### src/rtl/fpu_addsub_issue.sv
// Issue/writeback controller for the add/sub FPU FSM. It resolves NaN/Inf operands in one
// cycle, runs the FSM start/done handshake for every other operand, and holds the result for writeback.
module fpu_addsub_issue #(
    parameter logic [31:0] CANON_NAN = 32'h7FC0_0000,
    parameter int          RD_W      = 5
) (
    input  logic            clk,
    input  logic            rst_n,
    input  logic            req_valid,
    output logic            req_ready,
    input  logic            req_op,
    input  logic [31:0]     req_rs1,
    input  logic [31:0]     req_rs2,
    input  logic [RD_W-1:0] req_rd,
    input  logic            flush,
    output logic            fsm_start,
    output logic            fsm_sel,
    output logic [31:0]     fsm_n1,
    output logic [31:0]     fsm_n2,
    input  logic            fsm_done,
    input  logic [31:0]     fsm_result,
    output logic            wb_valid,
    input  logic            wb_ready,
    output logic [RD_W-1:0] wb_rd,
    output logic [31:0]     wb_data,
    output logic            busy
);

    // state | meaning
    // IDLE  | waiting for a request; the only state that accepts one
    // ISSUE | first cycle of fsm_start
    // WAIT  | fsm_start held until the FSM raises done
    // DRAIN | waiting for done to fall before the FSM can be reused
    // WB    | result presented on the writeback port
    typedef enum logic [2:0] {
        S_IDLE,
        S_ISSUE,
        S_WAIT,
        S_DRAIN,
        S_WB
    } state_t;

    state_t            state_q, state_d;
    logic              op_q, op_d;
    logic [31:0]       n1_q, n1_d;
    logic [31:0]       n2_q, n2_d;
    logic [RD_W-1:0]   rd_q, rd_d;
    logic [31:0]       wb_data_q, wb_data_d;
    logic              kill_q, kill_d;

    logic        exp1_max, exp2_max;
    logic        nan1, nan2, inf1, inf2;
    logic        eff_sub;
    logic        special;
    logic [31:0] special_res;

    always_comb begin
        exp1_max = (req_rs1[30:23] == 8'hFF);
        exp2_max = (req_rs2[30:23] == 8'hFF);
        nan1     = exp1_max && (req_rs1[22:0] != 23'd0);
        nan2     = exp2_max && (req_rs2[22:0] != 23'd0);
        inf1     = exp1_max && (req_rs1[22:0] == 23'd0);
        inf2     = exp2_max && (req_rs2[22:0] == 23'd0);
        eff_sub  = req_op ^ req_rs1[31] ^ req_rs2[31];
        special  = exp1_max || exp2_max;

        if (nan1 || nan2) begin
            special_res = CANON_NAN;
        end else if (inf1 && inf2) begin
            special_res = eff_sub ? CANON_NAN : {req_rs1[31], 8'hFF, 23'd0};
        end else if (inf1) begin
            special_res = {req_rs1[31], 8'hFF, 23'd0};
        end else begin
            special_res = {req_rs2[31] ^ req_op, 8'hFF, 23'd0};
        end
    end

    always_comb begin
        state_d   = state_q;
        op_d      = op_q;
        n1_d      = n1_q;
        n2_d      = n2_q;
        rd_d      = rd_q;
        wb_data_d = wb_data_q;
        kill_d    = kill_q;
        req_ready = 1'b0;
        fsm_start = 1'b0;
        wb_valid  = 1'b0;

        case (state_q)
            S_IDLE: begin
                req_ready = !flush;
                if (req_valid && !flush) begin
                    op_d   = req_op;
                    n1_d   = req_rs1;
                    n2_d   = req_rs2;
                    rd_d   = req_rd;
                    kill_d = 1'b0;
                    if (special) begin
                        wb_data_d = special_res;
                        state_d   = S_WB;
                    end else begin
                        state_d   = S_ISSUE;
                    end
                end
            end
            S_ISSUE: begin
                fsm_start = 1'b1;
                if (flush) kill_d = 1'b1;
                state_d = S_WAIT;
            end
            S_WAIT: begin
                fsm_start = 1'b1;
                if (flush) kill_d = 1'b1;
                if (fsm_done) begin
                    wb_data_d = fsm_result;
                    state_d   = S_DRAIN;
                end
            end
            S_DRAIN: begin
                if (flush) kill_d = 1'b1;
                // A killed request still has to wait out the handshake; it just skips WB.
                if (!fsm_done) begin
                    state_d = (kill_q || flush) ? S_IDLE : S_WB;
                    kill_d  = 1'b0;
                end
            end
            S_WB: begin
                wb_valid = !flush;
                if (flush || wb_ready) state_d = S_IDLE;
            end
            default: state_d = S_IDLE;
        endcase
    end

    always_ff @(posedge clk or negedge rst_n) begin
        if (!rst_n) begin
            state_q   <= S_IDLE;
            op_q      <= 1'b0;
            n1_q      <= 32'd0;
            n2_q      <= 32'd0;
            rd_q      <= '0;
            wb_data_q <= 32'd0;
            kill_q    <= 1'b0;
        end else begin
            state_q   <= state_d;
            op_q      <= op_d;
            n1_q      <= n1_d;
            n2_q      <= n2_d;
            rd_q      <= rd_d;
            wb_data_q <= wb_data_d;
            kill_q    <= kill_d;
        end
    end

    assign fsm_sel = op_q;
    assign fsm_n1  = n1_q;
    assign fsm_n2  = n2_q;
    assign wb_rd   = rd_q;
    assign wb_data = wb_data_q;
    assign busy    = (state_q != S_IDLE);

endmodule

### config.mk
export PLATFORM = sky130hd
export DESIGN_NAME = fpu_addsub_issue
export DESIGN_NICKNAME = d
export VERILOG_FILES = /design/src/rtl/fpu_addsub_issue.sv
export SDC_FILE = /design/constraint.sdc
export NUM_CORES = 1
export LEC_CHECK = 0
export CAP_MARGIN = 10
export CORE_ASPECT_RATIO = 2
export CORE_MARGIN = 2
export CORE_UTILIZATION = 45
export DETAILED_ROUTE_END_ITERATION = 6
export HOLD_SLACK_MARGIN = 0.02
export PLACE_DENSITY = 0.95
export SLEW_MARGIN = 20
export SYNTH_ARGS = -nofsm -noshare
export SYNTH_HDL_FRONTEND = slang
export SYNTH_SLANG_ARGS = --single-unit
export TNS_END_PERCENT = 5
### constraint.sdc
create_clock -name clk -period 4.8 [get_ports clk]
set_clock_uncertainty 0.15 [all_clocks]
set_input_delay 0.96 -clock clk [delete_from_list [all_inputs] [get_ports clk]]
set_output_delay 0.96 -clock clk [all_outputs]
set_load 0.02 [all_outputs]
==> run summary, run 1 <==
For this design, the sink count on the clock tree is 106. At the pin with the least slew margin, the transition time is 1.03 ns. Max-cap violations in this run came to 0. Setup violations remaining at the end of the flow were counted as 0.

At the end of the flow, the number of nets in the layout was 615. For the worst setup slack for register-to-register paths, the log shows 2.37 ns. In this run the critical register-to-register path is launched from state_q[1]. For the final count of hold timing violations, the log shows 0. The worst setup path is launched from a primary input. The synthesized instance count was 295.

The number of warning messages in the yosys log is 0. The top layer used by detailed routing was met4. Including well taps, the total number of placed cells is 631. The slowest stage of the critical path belongs to the cell clkdlybuf4s50_1.

The maximum frequency from static timing analysis was 266 MHz; the global-route wire length before repair was 19900 um. Type of the worst setup path: primary input to primary output. After detailed routing, the wire length on met1 is 4520 um.

For the initial antenna violation count, the log shows 0. Relative to the synthesized area, the layout overhead comes to 53.1%. The chip height works out to 147 um. Combinational logic is responsible for 51.7% of the overall power. Row generation in the floorplan step produced 52 rows. The launch point of the worst hold path was fsm_n1[31]. Walking the worst path, the cells encountered are clkdlybuf4s50_1 -> nor4b_1 -> clkdlybuf4s50_1. The number of buffers created by CTS is 9, and the post-route core utilization is 70.1%. For the via count of the first global-routing pass, the log shows 3755.

The clock network accounts for 14.8% of the total power. The number of buffers inserted to repair setup after CTS came out at 0. The logs give 33.5% for the sequential share of power and 0 for the number of buffers added to fix hold violations after cts.

Power comes to 4.74 mW. The tools report the net count after synthesis as 403. The initial core utilization is 45.8%. Setup repair after global routing left no endpoint under its margin. The core region is 10100 sq um.

The final routed DRC violation total was 0; the die footprint was 11100 sq um. The routed length on met2 was 7230 um; the met3 wire length was 629 um. The commonest cells after synthesis are dfrtp_1 (106), mux2_4 (68), a22o_1 (20). At the later pin of the worst-skew pair, clock insertion delay measures 0.34 ns. The final worst-path cycle share was 78.3%; the leakage component of the power was 3.17 nW. Die boundary width: 75.7 um. In this design, the stage delay of the slowest critical-path cell is 0.71 ns. The count of placed standard cells in the final layout, fillers left out was 647; the internal portion of total power was 3.04 mW.

Dividing the detail-routed wire length by the instance count gives 20.1 um. Synthesis inferred 106 register bits. The via count normalized by instance count was 5.40; the number of logic stages on the critical path including buffering was 3.

For the total wire length after detailed routing, the log shows 13000 um. The run finished with clean final reports. By area the synthesized netlist is led by dfrtp_1 (57%), mux2_4 (22%), a22o_1 (3.8%).

The average footprint of a synthesized cell is 15.7 sq um, and the maximum buffer depth of the clock tree is 2. The worst register-to-register path ends at wb_rd[4]. Number of levels the H-tree was split into: 3. The tools report the max-slew violation count as 0.

The share of the synthesized area in the top cell type is 57.4%, and the boundary pin count is 214. After clock tree synthesis, the clock-pin slew on the worst setup and hold paths is 0.07 ns. STA classifies the critical path endpoint as a primary output. The worst hold path cell count was 2; the starting DRC count in detailed routing was 176. The run gives 23.9% as the overall routing resource usage. The repair_antennas step left the layout with diodes totalling 0. The critical path contains buffers and inverters numbering 2 combined. The final period demand of the worst path was 3.76 ns.

The dominant cell by count in the synthesized netlist was dfrtp_1. The kind of cell adding the most delay to the critical path is buffers and inverters. The HPWL after detailed placement is 10100 um. Tightest slew margin relative to the limit: 31.4%. In the synthesized netlist the async set-or-reset flop fraction comes to 100%. The cell count of the worst reg-to-reg path is 5, and the maximum fanout along the worst path is 5. IR analysis of the VDD net gives a maximum drop of 0.393 mV. The post-synth design cell area is 4620 sq um, and the share of synthesized area occupied by flip-flops and latches is 57.4%. The library cell appearing most often on the critical path was clkdlybuf4s50_1. The run gives 3.69 ns as the worst path required time. The worst hold path endpoint was fsm_n1[31].

The data arrival time of the worst path is 2.65 ns. The first-pass detailed-route iteration total was 4. The via count was 3497.

Net switching is 36.0% of the power. In this run, synthesis inferred 0 flip-flops with an integrated enable. The power spent charging and discharging nets is 1.71 mW, and the number of gates resized after cts is 0. For this run the aggregate overflow at the end of global routing stands at 0.

Entering global routing, the biggest net connects 71 pins. The port buffer count was 213; the fraction of final layout cells sized beyond drive strength 1 was 19.7%. The total power density per cell area is 671 nW/um^2.

The number of unique standard cell types used by synthesis was 39. Adding up every negative setup slack in the final design gives 0 ns. Final weighted congestion of routability-driven global placement: 0.842. The cell type with the largest total area after synthesis was dfrtp_1.

The worst hold path belongs to the class flip-flop to flip-flop. The tools report the clock tree root driver cell as clkbuf_16. TritonCTS built the clock tree. The run gives 0 as the number of routed nets with antenna violations. In the synthesized netlist the dominant register cell turns out to be dfrtp_1.
## cells in the final DEF (no fill, tap or decap), types with 2 or more instances in the layout
master / synthesis / layout
nor2_1: 6 / 6
buf_4: 0 / 2
nor4_1: 10 / 10
a22o_2: 3 / 3
nor3_1: 2 / 2
o21ai_0: 7 / 7
nand2_1: 8 / 8
a22o_1: 20 / 20
clkdlybuf4s50_1: 0 / 212
mux2_4: 68 / 68
o21ai_2: 2 / 2
xnor2_1: 3 / 3
nor3b_1: 2 / 2
inv_1: 4 / 4
clkinv_4: 0 / 2
dfrtp_1: 106 / 106
inv_6: 0 / 2
clkbuf_16: 0 / 9
a21oi_1: 4 / 4
nand4_1: 6 / 6
o22a_1: 9 / 9
## worst register-to-register path: stages (launching register included)
cell,delay (ns)
dfrtp_1,0.53
or3_4,0.46
nor2_4,0.12
nand2_4,0.33
buf_12,0.37
mux2_4,0.36
## power groups by stage
stage | clock network (mW) | logic (mW) | registers [mW]
finish | 0.701 | 2.45 | 1.59
global route | 0.744 | 2.57 | 1.64
CTS | 0.711 | 2.47 | 1.59
detailed placement | 0 | 2.46 | 1.59
global placement | 0 | 2.39 | 1.56
floorplan | 0 | 0.892 | 2.04
## layer usage
metal	global-route usage, %	up-vias
met5	0	-
met4	12.2	0
met3	4.32	43
met2	41.9	170
met1	26.2	1763
li1	-	1521
## metrics by stage
step / instance area, sq um / setup slack (ns) / hold slack [ns]
detailed placement: 6790 / 1.04 / 0.322
global placement: 6790 / 1.04 / 0.316
finish: 7070 / 1.04 / 0.331
global route: 7070 / 1.00 / 0.360
CTS: 7070 / 1.04 / 0.337
floorplan: 4620 / 1.88 / 0.372
## worst max-delay path by stage
| stage | start | endpoint | slack [ns] |
|---|---|---|---|
| after detailed placement | flush | wb_valid | 1.04 |
| after global placement | flush | wb_valid | 1.04 |
| after CTS | flush | wb_valid | 1.04 |
| final | flush | wb_valid | 1.04 |
| after global routing | flush | wb_valid | 1.00 |
| after floorplan | flush | wb_valid | 1.88 |
## cells by family (layout without fill, tap and decap cells)
logic type	count (synthesis)	after routing	share of synthesized area [%]
flip-flops	106	106	57.4
multiplexers	69	69	22.3
AO/OA/AOI/OAI	53	53	9.80
AND/OR/NAND/NOR	46	46	6.09
buffers and inverters	18	235	3.79
XOR/XNOR	3	3	0.569
## cell type report
class	instances	area (sq um)
sequential	106	2650
clock buffer	10	239
clock inverter	6	47.5
multi-input combinational	171	1790
inverter	4	15.0
fill	712	3010
tap	135	169
timing repair buffer	215	2160
## sequential cells by signal, summed over array words and instances (netlist names)
signal / count
state_q: 3
wb_rd: 5
fsm_n2: 32
wb_data: 32
kill_q: 1
fsm_n1: 32
fsm_sel: 1
No activity file was read; power rests on OpenSTA's default activity.
==> run 2, diff against run 1 <==
--- a/config.mk
+++ b/config.mk
@@ -8,10 +8,10 @@
 export CAP_MARGIN = 10
 export CORE_ASPECT_RATIO = 2
 export CORE_MARGIN = 2
-export CORE_UTILIZATION = 45
+export CORE_UTILIZATION = 41
 export DETAILED_ROUTE_END_ITERATION = 6
 export HOLD_SLACK_MARGIN = 0.02
-export PLACE_DENSITY = 0.95
+export PLACE_DENSITY = 0.92
 export SLEW_MARGIN = 20
 export SYNTH_ARGS = -nofsm -noshare
 export SYNTH_HDL_FRONTEND = slang
==> constraint.sdc (replaced) <==
create_clock -name clk -period 3.6 [get_ports clk]
set_clock_uncertainty 0.15 [all_clocks]
set_input_delay 0.72 -clock clk [delete_from_list [all_inputs] [get_ports clk]]
set_output_delay 0.72 -clock clk [all_outputs]
set_load 0.02 [all_outputs]
==> run summary, run 2 (synthesized netlist as in run 1, its figures left out) <==
Clock tree synthesis selected as its root buffer the cell clkbuf_16. After clock tree synthesis, the repair step resized 0 gates. The remaining global-route overflow is 0, and the number of routed nets with antenna violations is 0. The tools report the initial antenna violation count as 0.

Including well taps, the total number of placed cells is 640. The fraction of final layout cells sized beyond drive strength 1 was 20.2%. Worst-case hold slack: 0.242 ns. The library cell appearing most often on the critical path is clkdlybuf4s50_1. The final count of hold timing violations was 0.

The first-pass detailed-route iteration total was 4. For the max-slew violation count, the log shows 0. The worst setup path is captured at a primary output.

For this block, the via count after detailed routing is 3442. The final layout contains routed wiring with a total length of 13200 um. The via count of the first global-routing pass came out at 3815.

TritonCTS built the clock tree. The kind of cell adding the most delay to the critical path is buffers and inverters. The worst setup path is of the primary input to primary output kind.

From bottom edge to top edge, the die measures 154 um. STA classifies the critical path startpoint as a primary input. The tightest slew margin relative to the limit was 47.3%; the clock insertion delay at the later pin of the skew report was 0.33 ns. For the count of placed standard cells in the final layout, fillers left out, the log shows 656. For this configuration, the core starts out at a cell density of 42.2%. The tools report the number of levels the H-tree was split into as 3.

Of all nets on the critical path, the largest fanout is 5. The standard-cell row count was 54. For the overall routing resource usage, the log shows 22.3%. Dividing total power by cell area gives a power density of 889 nW/um^2. The run gives 10900 sq um as the area of the core. Final period demand of the worst path: 3.37 ns. Fill cells in the final layout number 824. The number of buffers inserted to repair setup after CTS is 0. Input and output buffers added on the ports amount to 213. STA puts the critical path data required time at 2.73 ns. The tools report the final HPWL from detailed placement as 10100 um.

In this run the count of I/O pins placed on the die edge is 214. The net count of the finished layout is 619. The worst vdd rail ir drop is 0.408 mV. The run finished with clean final reports. The pin count of the biggest net entering global routing is 58.

The die boundary width works out to 79.1 um. For this design, the CTS-stage hold fixing added 0 buffers. The total power is 6.32 mW, and the routed wire length per instance is 20.2 um.

Data arrival time of the worst path: 2.50 ns. For the maximum frequency from static timing analysis, the log shows 297 MHz. The library cell used most frequently in the layout, excluding fill and tap cells, is clkdlybuf4s50_1.

The first global-routing pass estimated 20600 um of wire. The tools report the final routed DRC violation total as 0. The maximum buffer depth of the clock tree came out at 2. On the critical path, the stage with the largest delay is an instance of clkdlybuf4s50_1. Across the run, the number of max-cap violations was 0. The top cell types in the final layout, fill and taps aside, are clkdlybuf4s50_1 (212), dfrtp_1 (106), mux2_4 (68). For the final weighted congestion of routability-driven global placement, the log shows 0.857.

The min-delay analysis places its worst path in the category primary input to asynchronous set/reset pin. The number of sinks handled by clock tree synthesis was 106; the post-synthesis to final-layout area growth was 54.0%. The number of buffers created by CTS was 9; the transition time at the pin with the least slew margin was 0.791 ns. The die footprint is 12200 sq um, and the count of endpoints failing setup in the final report is 0. Buffering stage count on the worst path with inverters included: 2. The detailed router finished its first iteration with 186 violations.

Cells fill 65.0% of the core in the end. The final worst-path cycle share works out to 93.5%. After routing, the total negative slack on setup checks comes to 0 ns. Setup repair after global routing left no endpoint under its margin. Summed over all cells, the static leakage comes to 3.19 nW. After clock tree synthesis, the clock-pin slew on the worst setup and hold paths is 0.08 ns. For this run, the slowest stage of the critical path takes 0.70 ns.

Walking the worst path, the cells encountered are clkdlybuf4s50_1 -> nor4b_1 -> clkdlybuf4s50_1. The repair_antennas step left the layout with diodes totalling 0. The via count normalized by instance count came out at 5.25.
## run 2: final timing paths
check	start	end	slack, ns	depth (start not counted)
setup reg to reg	state_q[1]	wb_data[6]	1.18	3
min in group clk	fsm_n1[31]	fsm_n1[31]	0.33	2
setup / recovery	flush	wb_valid	0.23	3
hold reg to reg	fsm_n1[31]	fsm_n1[31]	0.33	2
hold / removal	rst_n	fsm_n2[6]	0.24	1
max in group asynchronous	rst_n	fsm_n1[11]	2.32	2
## run 2: layer usage
metal	GRT usage, %	routed length (um)	up-vias
met1	23.8	4740	1737
met4	12.9	677	0
met3	3.70	515	39
met2	40.3	7290	139
li1	-	-	1527
met5	0	0	-
## run 2: stage by stage
step	area, sq um	setup slack, ns
6_report	7110	0.233
5_1_grt	7110	0.130
4_1_cts	7110	0.232
3_5_place_dp	6840	0.236
3_3_place_gp	6840	0.372
2_1_floorplan	4620	1.16
## run 2: area by class of cell
type	instances	area [sq um]	area share, %
well taps	140	175	2.46
clock inverters	6	50.0	0.703
clock buffers	10	229	3.22
inverters	4	15.0	0.211
repair buffers	219	2200	30.9
flip-flops and latches	106	2650	37.3
multi-input cells	171	1790	25.2
## run 2: power breakdown
part	leakage (nW)	total (mW)	switching, mW	internal, mW
clock	0.135	0.931	0.451	0.480
combinational	1.77	3.28	1.46	1.81
sequential	1.29	2.12	0.363	1.75
total	3.19	6.32	2.28	4.05
==> run 3, diff against run 2 <==
--- a/config.mk
+++ b/config.mk
@@ -8,10 +8,11 @@
 export CAP_MARGIN = 10
 export CORE_ASPECT_RATIO = 2
 export CORE_MARGIN = 2
-export CORE_UTILIZATION = 41
+export CORE_UTILIZATION = 43
+export CTS_BUF_LIST = sky130_fd_sc_hd__clkbuf_8
 export DETAILED_ROUTE_END_ITERATION = 6
 export HOLD_SLACK_MARGIN = 0.02
-export PLACE_DENSITY = 0.92
+export PLACE_DENSITY = 0.95
 export SLEW_MARGIN = 20
 export SYNTH_ARGS = -nofsm -noshare
 export SYNTH_HDL_FRONTEND = slang
==> run summary, run 3 (synthesized netlist as in run 1, its figures left out) <==
The run gives 0 as the initial antenna violation count. TritonCTS built the clock tree. The maximum buffer depth of the clock tree was 2; the antenna cell count was 0. Once placement completed, the tool counted placed cells totaling 636. The first global-routing pass estimated 20400 um of wire.

Walking the worst path, the cells encountered are clkdlybuf4s50_1 -> nor4b_1 -> clkdlybuf4s50_1. The routed wire length per instance was 20.4 um. After layout, the worst path uses 93.4% of the clock period.

The detailed router finished its first iteration with 165 violations. The worst hold path class was primary input to asynchronous set/reset pin. Final weighted congestion of routability-driven global placement: 0.869.

For the worst setup path, the data arrival time is 2.49 ns. For the pin count of the biggest net entering global routing, the log shows 55. The run gives 0 as the number of buffers inserted to repair setup after CTS. The post-synthesis to final-layout area growth came out at 52.3%. Summed over all failing endpoints, the final setup total negative slack is 0 ns.

With fillers left out, the area of the finished cells amounts to 7040 sq um. The tools report the count of endpoints failing setup in the final report as 0. For the remaining global-route overflow, the log shows 0.

Leaving out fill and tap cells, the most frequent cell in the layout is clkdlybuf4s50_1. The tools report the initial core utilization as 44.1%. In this run the horizontal extent of the chip is 77.3 um. The clock reaches the later pin of the worst-skew pair after 0.35 ns.

Combinational logic burns 53.4% of the power. Clock-pin slew was measured on the worst setup and hold paths at 0.11 ns. In the layout the commonest cells are clkdlybuf4s50_1 (212), dfrtp_1 (106), mux2_4 (68). The overall routing resource usage came out at 23.1%.

For this run, the slowest stage of the critical path takes 0.71 ns. The max capacitance violation total came out at 0. The logs give 0 for the number of routed nets with antenna violations and 214 for the boundary pin count. The via count normalized by instance count was 5.14. Headroom to the max-slew limit came out at 45.3%.

IR analysis of the VDD net gives a maximum drop of 0.453 mV. In this run the cell area measured after placement is 6840 sq um. The H-tree generated during clock tree synthesis spans 3 levels.

The floorplan step defined a die boundary enclosing 11600 sq um. For the pin with the worst max-slew slack, the measured transition is 0.820 ns. Detailed routing inserted a total of 3354 vias.

The cell count of the worst reg-to-reg path came out at 5. The run finished with clean final reports. The final routed DRC violation total was 0. STA classifies the critical path startpoint as a primary input.

Slowest library cell on the worst path: clkdlybuf4s50_1. Type of the worst setup path: primary input to primary output. The logs give 0 for the max-slew violation count and 10500 sq um for the area of the core.

The internal power of the cells totals 3.89 mW. Port buffering added 213 buffers. The worst path required time was 2.73 ns; the sequential share of power was 34.5%. For this run, the detailed router's first-pass iteration total came to 4. The chip height is 151 um. The tree is rooted in a clkbuf_8.

Buffers inserted during clock tree synthesis total 9. Summed over all nets, the switching power comes to 2.25 mW. Detailed placement ended at an HPWL of 10400 um. The tools report the maximum frequency from static timing analysis as 297 MHz. The leakage component of the power was 3.16 nW.

The fraction of final layout cells sized beyond drive strength 1 was 20.2%; the maximum fanout along the worst path was 5. STA classifies the critical path endpoint as a primary output. For the fraction of power consumed by the clock network, the log shows 12.1%. The worst path in the final design needs a cycle of 3.36 ns, including I/O delays and setup. Leaving out filler cells and counting taps, the final layout contains 652. In this run switching power makes up 36.6% of total power. The standard-cell row count is 53. The final layout contains 618 nets. The most numerous cell type found on the critical path is clkdlybuf4s50_1. The via count of the first global-routing pass is 3785, and the number of sinks handled by clock tree synthesis is 106. Dividing total power by cell area gives a power density of 873 nW/um^2. The run gives 0 as the number of gates resized after cts.

Setup repair after global routing left no endpoint under its margin. For this design, the CTS-stage hold fixing added 0 buffers. After detailed routing, the total wire length is 13300 um.

The run gives 0 as the final count of hold timing violations.
run 3: cell count changes in the layout (fill, tap and decap cells not counted), sizes merged:
cell / delta
clkbuf: -1
clkinv: +1
buf: -1
clkinvlp: -1
bufinv: +1
run 3: metrics by stage:
stage               setup WS (ns)  power [mW]  util (%)  hold slack, ns
global route                0.166        6.44      67.1           0.260
floorplan                    1.16        3.92         -           0.274
CTS                         0.233        6.20      67.1           0.243
detailed placement          0.240        5.42      65.2           0.319
global placement            0.374        5.30      65.2           0.315
finish                      0.239        6.14      67.1           0.230
run 3: worst paths after layout:
| kind | startpoint | endpoint | slack (ns) |
|---|---|---|---|
| max in group asynchronous | rst_n | wb_data[3] | 2.34 |
| hold reg to reg | wb_data[22] | wb_data[22] | 0.33 |
| setup reg to reg | state_q[1] | fsm_n2[21] | 1.24 |
| hold / removal | rst_n | wb_data[18] | 0.23 |
| min in group clk | wb_data[22] | wb_data[22] | 0.33 |
| setup / recovery | flush | wb_valid | 0.24 |
run 3: critical path: cells and delay by family:
kind,cells,cell delay [ns]
buffers and inverters,2,1.23
and+or+nand+nor,1,0.54
run 3: area by class of cell:
cell class	instances	area, sq um
well taps	137	171
multi-input cells	171	1790
repair buffers	218	2200
fillers	819	3440
inverters	4	15.0
clock inverters	7	75.1
clock buffers	9	124
flip-flops and latches	106	2650
run 3: layer usage:
metal	track usage (%)	share of wire (%)	vias up
li1	-	-	1523
met1	24.7	35	1617
met2	40.8	54	165
met3	4.62	5.0	49
met4	15.0	5.6	0
met5	0	0	-
run 3: power groups by stage:
stage / registers [mW] / clock network [mW] / logic (mW)
after floorplan: 2.73 / 0 / 1.19
after global placement: 2.08 / 0 / 3.22
after detailed placement: 2.13 / 0 / 3.30
after CTS: 2.12 / 0.767 / 3.31
after global routing: 2.19 / 0.814 / 3.44
final: 2.12 / 0.742 / 3.28
